$ cat config.mk
export PLATFORM = sky130hd
export DESIGN_NAME = single_bit_half_adder_flat
export DESIGN_NICKNAME = d
export VERILOG_FILES = /design/src/rtl/single_bit_half_adder_if.sv /design/src/rtl/single_bit_half_adder.sv /design/src/flat_wrapper.sv
export SDC_FILE = /design/constraint.sdc
export NUM_CORES = 1
export LEC_CHECK = 0
export CORE_AREA = 2 2 39 41
export CTS_BUF_LIST = sky130_fd_sc_hd__clkbuf_4 sky130_fd_sc_hd__clkbuf_8
export DETAILED_ROUTE_END_ITERATION = 12
export DIE_AREA = 0 0 41 43
export PLACE_DENSITY_LB_ADDON = 0.15
export SLEW_MARGIN = 20
export SYNTH_ARGS = -nofsm -noshare
export SYNTH_HDL_FRONTEND = slang
export SYNTH_SLANG_ARGS = --single-unit
$ cat constraint.sdc
create_clock -name clk -period 1 [get_ports clk]
set_input_delay 0.2 -clock clk [delete_from_list [all_inputs] [get_ports clk]]
set_output_delay 0.2 -clock clk [all_outputs]
set_load 0.05 [all_outputs]
$ cat src/rtl/single_bit_half_adder_if.sv
// Operand/result bundle for one bit slice of the hybrid adder.
// The master drives the operands and consumes the results; the slave is the slice itself.
interface single_bit_half_adder_if;
   logic in_valid;
   logic a;
   logic b;
   logic cy_in;
   logic sum;
   logic cy_out;
   logic gen;
   logic prop;
   logic out_valid;

   modport master (
      output in_valid,
      output a,
      output b,
      output cy_in,
      input  sum,
      input  cy_out,
      input  gen,
      input  prop,
      input  out_valid
   );

   modport slave (
      input  in_valid,
      input  a,
      input  b,
      input  cy_in,
      output sum,
      output cy_out,
      output gen,
      output prop,
      output out_valid
   );
endinterface

$ cat src/rtl/single_bit_half_adder.sv
// Single-bit sum/carry leaf cell. It produces sum and carry-out, plus the
// generate/propagate terms consumed by the carry-lookahead groups above it.
// REG_OUT=1 gives registered results one cycle after an accepted input.
// REG_OUT=0 makes the results combinational while out_valid stays registered.
module single_bit_half_adder #(
   parameter bit REG_OUT = 1'b1
) (
   input  logic                        clk,
   input  logic                        rst,
   single_bit_half_adder_if.slave      bus
);

   logic sum_c;
   logic cy_out_c;
   logic gen_c;
   logic prop_c;

   logic sum_d;
   logic sum_q;
   logic cy_out_d;
   logic cy_out_q;
   logic gen_d;
   logic gen_q;
   logic prop_d;
   logic prop_q;
   logic out_valid_d;
   logic out_valid_q;

   // Full-sum truth table, built from the generate/propagate terms.
   always_comb begin
      gen_c    = bus.a & bus.b;
      prop_c   = bus.a ^ bus.b;
      sum_c    = prop_c ^ bus.cy_in;
      cy_out_c = gen_c | (prop_c & bus.cy_in);
   end

   // Next-state logic. Reset wins over in_valid. Registers capture only
   // qualified inputs, so unqualified (possibly X) operands never reach the flops.
   always_comb begin
      sum_d       = sum_q;
      cy_out_d    = cy_out_q;
      gen_d       = gen_q;
      prop_d      = prop_q;
      out_valid_d = 1'b0;
      if (rst) begin
         sum_d    = 1'b0;
         cy_out_d = 1'b0;
         gen_d    = 1'b0;
         prop_d   = 1'b0;
      end else if (bus.in_valid) begin
         sum_d       = sum_c;
         cy_out_d    = cy_out_c;
         gen_d       = gen_c;
         prop_d      = prop_c;
         out_valid_d = 1'b1;
      end
   end

   // Result and valid registers.
   always_ff @(posedge clk) begin
      sum_q       <= sum_d;
      cy_out_q    <= cy_out_d;
      gen_q       <= gen_d;
      prop_q      <= prop_d;
      out_valid_q <= out_valid_d;
   end

   assign bus.out_valid = out_valid_q;

   generate
      if (REG_OUT) begin : g_reg_out
         assign bus.sum    = sum_q;
         assign bus.cy_out = cy_out_q;
         assign bus.gen    = gen_q;
         assign bus.prop   = prop_q;
      end else begin : g_comb_out
         // Pass the live result through only when qualified. Otherwise present
         // the last captured result, so X on idle inputs stays off the outputs.
         always_comb begin
            bus.sum    = bus.in_valid ? sum_c    : sum_q;
            bus.cy_out = bus.in_valid ? cy_out_c : cy_out_q;
            bus.gen    = bus.in_valid ? gen_c    : gen_q;
            bus.prop   = bus.in_valid ? prop_c   : prop_q;
         end
      end
   endgenerate

endmodule

$ cat src/flat_wrapper.sv
// flat-port wrapper written by rule: the top's interface ports become plain ports
module single_bit_half_adder_flat 
#(
   parameter bit REG_OUT = 1'b1
)
  (clk, rst, bus_in_valid, bus_a, bus_b, bus_cy_in, bus_sum, bus_cy_out, bus_gen, bus_prop, bus_out_valid);
  single_bit_half_adder_if bus_i ();
  input  logic clk;
  input  logic rst;
  input wire logic [$bits(bus_i.in_valid)-1:0] bus_in_valid;
  input wire logic [$bits(bus_i.a)-1:0] bus_a;
  input wire logic [$bits(bus_i.b)-1:0] bus_b;
  input wire logic [$bits(bus_i.cy_in)-1:0] bus_cy_in;
  output wire logic [$bits(bus_i.sum)-1:0] bus_sum;
  output wire logic [$bits(bus_i.cy_out)-1:0] bus_cy_out;
  output wire logic [$bits(bus_i.gen)-1:0] bus_gen;
  output wire logic [$bits(bus_i.prop)-1:0] bus_prop;
  output wire logic [$bits(bus_i.out_valid)-1:0] bus_out_valid;
  assign bus_i.in_valid = bus_in_valid;
  assign bus_i.a = bus_a;
  assign bus_i.b = bus_b;
  assign bus_i.cy_in = bus_cy_in;
  assign bus_sum = bus_i.sum;
  assign bus_cy_out = bus_i.cy_out;
  assign bus_gen = bus_i.gen;
  assign bus_prop = bus_i.prop;
  assign bus_out_valid = bus_i.out_valid;
  single_bit_half_adder #(.REG_OUT(REG_OUT)) u_core (.clk(clk), .rst(rst), .bus(bus_i));
endmodule
==> metrics.cfg, run 1 <==
[status]
status=finished clean

[routing]
detailedRoute.firstIterationViolations=3
routed_via_density=3.61
drc=0
wirelength_um=412
final_antenna_net_count=0
routedWlPerCell_um=8.96
wl_met1_um=161
route.met2.wl_um=215
first_pass_iters=3
detailroute.via_count=166
top_layer=met3
wl_met3_um=35

[timing]
skew_ns=0
max_slew_margin_pct=81.6
drv_slew=0
worstMarginPinSlew_ns=0.275
max_freq_mhz=1040
finalSetupTns_ns=0
period_needed_ns=0.960
fin_crit_sh_pct=96.0
setup_viol=0
rsz0062_at_grt=false
final_hold_viol_count=0

[global_routing]
grt_first_pass_wirelength_um=655
grt_max_degree=6
antenna_found_initial=0
grt_usage_pct=6.24
overflow=0
grt_pass1_vias=159

[worst_setup_path]
worst_ep_required_time_ns=0.80
critPathMaxStageDelay_ns=0.37
crit_arrival_ns=0.76
critPathTopFamily=flip-flops
cp-start-kind=flip-flop
slowest_stage=dfxtp_1
cp_cell_sequence=buf_12
path_buf_inv=1
r2r_start=u_core.bus.sum
crit_fanout=2
end_kind=primary output
startpoint=u_core.bus.prop
worstSetupPathType=flip-flop to primary output

[worst_hold_path]
min_from=bus_in_valid
min_path_type=primary input to flip-flop

[final_layout]
diodes=0
nets=39
area_growth_syn_to_layout_pct=93.3
layout-drive-gt1-share_pct=33.3
n_fill_cell=147
regArea_um2=101
multi_input_area_um2=93.8

[logic_synthesis]
syn_area_um2=205
synth_nets=25
seq_area_frac_synth_pct=48.8
ys.flop_type=dfxtp_1
yosysWarnings=0
synth_top_area_share_pct=48.8
synth_edf_count=0
syn_inst=17
synth.distinct_cells=7
synth_common_cells=dfxtp_1, mux2i_1, nor2_1
netlist.top_cell.by_area=dfxtp_1
ys_ff_latch=5
yosys-top-cells-area=dfxtp_1, mux2i_1, fa_1, nor2_1, ha_1
synth.most_common_cell=dfxtp_1
avgSynthCellArea_um2=12.1
async_flop_share_pct=0

[floorplanning]
core_um2=1380
start_util_pct=14.8
die-area_um2=1760
ios=11
die-width_um=41
num_rows=14
die_h_um=43

[pwr]
power.leakage_nw=0.182
powerDensity_nw_per_um2=1620
ir_drop_mv=0.520
total_power_w=0.000643

[clock_network]
cts_buffer_depth=2
tritoncts=built
clock_sinks=5
clkLatencyLatePin_ns=0.24
cts-root-buf=clkbuf_4
clk_pin_slew_ns=0.05
cts_buffers=3
post_cts_buffers=0
h-tree-depth=1

[placement]
port_buffers=10
place.gp.congestion=0.615
hpwlAfterDp_um=319

[run]
cap_viol_max_count=0

[what timing repair did]
action,CTS,global route
hold endpoints to repair,0,0
setup endpoints to repair,3,3
resized for setup,3,4
hold buffers,0,0
[worst paths after layout]
kind                          end  slack (ns)  depth (start not counted)
min reg2reg     u_core.bus.cy_out        0.53                          2
min          u_core.bus.out_valid        0.37                          2
max reg2reg        u_core.bus.sum        0.38                          2
max                      bus_prop        0.04                          1
[area by class of cell]
| cell class | count | share of cell area, % |
|---|---|---|
| Clock buffer | 4 | 7.57 |
| Multi-Input combinational cell | 11 | 23.7 |
| Sequential cell | 5 | 25.6 |
| Tap cell | 16 | 5.05 |
| Timing Repair Buffer | 10 | 38.2 |
[power by group]
part           switching [W]  internal (W)
Combinational      0.0000733     0.0000783
Sequential         0.0000131      0.000214
Clock              0.0000862      0.000178
Total               0.000173      0.000471
[state kept, by name, summed over array words and instances (netlist names)]
name and count:
u_core.bus.cy_out 1, u_core.bus.out_valid 1, u_core.bus.gen 1, u_core.bus.sum 1, u_core.bus.prop 1
[cell usage in the layout, fill, tap and decap left out]
| cell type | count |
|---|---|
| buf_12 | 5 |
| mux2i_1 | 4 |
| nor2_1 | 4 |
| clkbuf_4 | 4 |
| dfxtp_1 | 4 |
| clkdlybuf4s15_1 | 2 |
| nor2b_1 | 1 |
| fa_1 | 1 |
| ha_1 | 1 |
| dlygate4sd2_1 | 1 |
| dlymetal6s2s_1 | 1 |
| clkdlybuf4s50_1 | 1 |
| dfxtp_2 | 1 |
[routing by layer]
layer	up-vias	track usage, %
met5	-	0
met4	0	6.00
met3	0	4.71
met2	5	7.19
met1	79	6.82
li1	82	-
[kinds of logic after synthesis]
kind of cell  count (synthesis)  share of synthesized area, %
simple gates                  5                          10.4
mux                           4                          19.5
flops                         5                          48.8
buf+inv                       1                          5.49
fa+ha+maj                     2                          15.9
[through the flow]
step | worst slack [ns] | util [%] | std cells | instance area (um^2) | hold WS, ns
6_report | 0.0401 | 28.7 | 46 | 397 | 0.367
5_1_grt | 0.00427 | 28.7 | 46 | 397 | 0.369
4_1_cts | 0.0223 | 28.2 | 46 | 390 | 0.506
3_5_place_dp | -0.454 | 26.3 | 42 | 364 | 0.540
3_3_place_gp | -0.451 | 26.3 | 42 | 364 | 0.545
2_1_floorplan | 0.0613 | - | 17 | 205 | 0.272
Power figures use the tool's default switching activity.
==> run 2: changes to the inputs <==
- ABC_AREA: unset -> 1
==> run 2 against run 1 <==
Clock power decreased by 4%. Combinational power up 17%. Synthesized area up 17%. Sequential power hardly changed. Sequential share of layout area decreased by 2.3 points. Fmax decreased by 0.30%. Die area is the same. Wire length is 8.3% higher. Synthesized cell count is 82% higher. Clock skew is the same. Worst setup slack worse by 0.0029 ns. Critical path type unchanged. Largest cell class unchanged. Highest routed layer unchanged.
==> metrics.cfg, run 2 <==
[placement]
port_buffers=10
place_ws_ns=-0.452
place.gp.congestion=0.634
hpwlAfterDp_um=358

[worst_setup_path]
end_kind=primary output
crit_fanout=2
ff2ff_path_depth=2
cp-start-kind=flip-flop
worstSetupPathType=flip-flop to primary output
critPathMaxStageDelay_ns=0.37
slowest_stage=dfxtp_1
crit_cells=1
crit_arrival_ns=0.76
cp_cell_sequence=buf_12
worst_ep_required_time_ns=0.80
path_buf_inv=1
critPathTopFamily=flip-flops

[timing]
period_needed_ns=0.963
skew_ns=0
drv_slew=0
worstMarginPinSlew_ns=0.141
setup_viol=0
final_hold_viol_count=0
rsz0062_at_grt=false
max_freq_mhz=1040
fin_crit_sh_pct=96.3
setup_slack_ns=0.0372
max_slew_margin_pct=90.6
finalSetupTns_ns=0

[routing]
routed_via_density=3.56
drc=0
final_antenna_net_count=0
wirelength_um=446
detailroute.via_count=217
detailedRoute.firstIterationViolations=9
routedWlPerCell_um=7.31
first_pass_iters=2

[clock_network]
clkLatencyLatePin_ns=0.24
clock_sinks=5
cts_buffers=3
tritoncts=built
post_cts_buffers=0
h-tree-depth=1
hold_buffers=0
clk_pin_slew_ns=0.04
cts_buffer_depth=2
cts-root-buf=clkbuf_4

[pwr]
total_power_w=0.000662
powerDensity_nw_per_um2=1540
power.leakage_nw=0.215
ir_drop_mv=0.627

[logic_synthesis]
seq_area_frac_synth_pct=41.7
netlist.top_cell.by_area=dfxtp_1
avgSynthCellArea_um2=7.75
synth_common_cells=nor2_1, inv_1, dfxtp_1, nand2_1, nand2_2
ys_ff_latch=5
synth.most_common_cell=nor2_1
synth_top_area_share_pct=41.7
synth_nets=39
syn_inst=31
syn_area_um2=240
ys.flop_type=dfxtp_1
async_flop_share_pct=0
yosys-top-cells-area=dfxtp_1, nor2_1, inv_1, fa_1, nand2_1
synth_edf_count=0
synth.distinct_cells=9
yosysWarnings=0

[worst_hold_path]
min_path_type=primary input to flip-flop
holdPathStages=6

[floorplanning]
start_util_pct=17.4
num_rows=14
ios=11
die-area_um2=1760
die_h_um=43
core_um2=1380
die-width_um=41

[global_routing]
grt_max_degree=10
grt_first_pass_wirelength_um=765
use_met2_pct=9.38
grt_pass1_vias=202
antenna_found_initial=0
overflow=0
use_met3_pct=6.81
grt_util_met1_pct=6.51
grt-busiest-layer=met2
grt_usage_pct=6.96

[final_layout]
area_growth_syn_to_layout_pct=79.2
layout-drive-gt1-share_pct=33.3
mostFrequentLayoutCell=nor2_1
nets=54
layout_common_cells=nor2_1, inv_1, nand2_1, buf_12, dfxtp_1
diodes=0

[status]
status=finished clean

[run]
cap_viol_max_count=0

==> run 2: through the flow <==
step	util, %	cell area (um^2)	hold slack, ns	instances
after floorplan	-	240	0.271	31
after global placement	29.4	407	0.496	57
after detailed placement	29.4	407	0.501	57
after CTS	31.3	433	0.511	61
after global routing	31.1	430	0.452	61
final	31.1	430	0.412	61
==> run 2: layer usage <==
metal	up-vias	wire [um]	share of wire (%)
met5	-	0	0
met4	0	0	0
met3	0	38	8.5
met2	8	208	47
met1	95	199	45
li1	114	-	-
==> run 2: cell type report <==
type	instances	area (um^2)
Sequential cell	5	100
Inverter	6	22.5
Tap cell	16	20.0
Clock buffer	4	30.0
Multi-Input combinational cell	19	106
Fill cell	156	953
Timing Repair Buffer	11	151
==> run 2: what timing repair did <==
item	in CTS	in global routing
pin swaps	0	1
gates resized for setup	3	3
endpoints found under the setup margin	3	1
hold endpoints to repair	0	0
==> run 2: where the power goes <==
part	leakage, nW	switching [W]	internal (W)
Combinational	0.155	0.0000914	0.0000868
Sequential	0.0416	0.0000144	0.000215
Clock	0.0184	0.0000768	0.000178
==> run 2: cells by family after synthesis <==
logic type	after synthesis	synth area share (%)
fa+ha+maj	2	13.5
simple gates	17	30.7
flops	5	41.7
buf+inv	7	14.1
==> run 2: path summary, 6_finish.rpt <==
kind                                      start               to  slack [ns]
worst max-delay path            u_core.bus.prop         bus_prop        0.04
worst min-delay path                      bus_a  u_core.bus.prop        0.41
worst max register to register  u_core.bus.prop  u_core.bus.prop        0.38
worst min register to register   u_core.bus.sum   u_core.bus.sum        0.51
==> run 3: changes to the inputs <==
- SKIP_LAST_GASP: unset -> 1
==> results of run 3 <==
The final DEF is identical to that of run 2; final timing and power are the same.
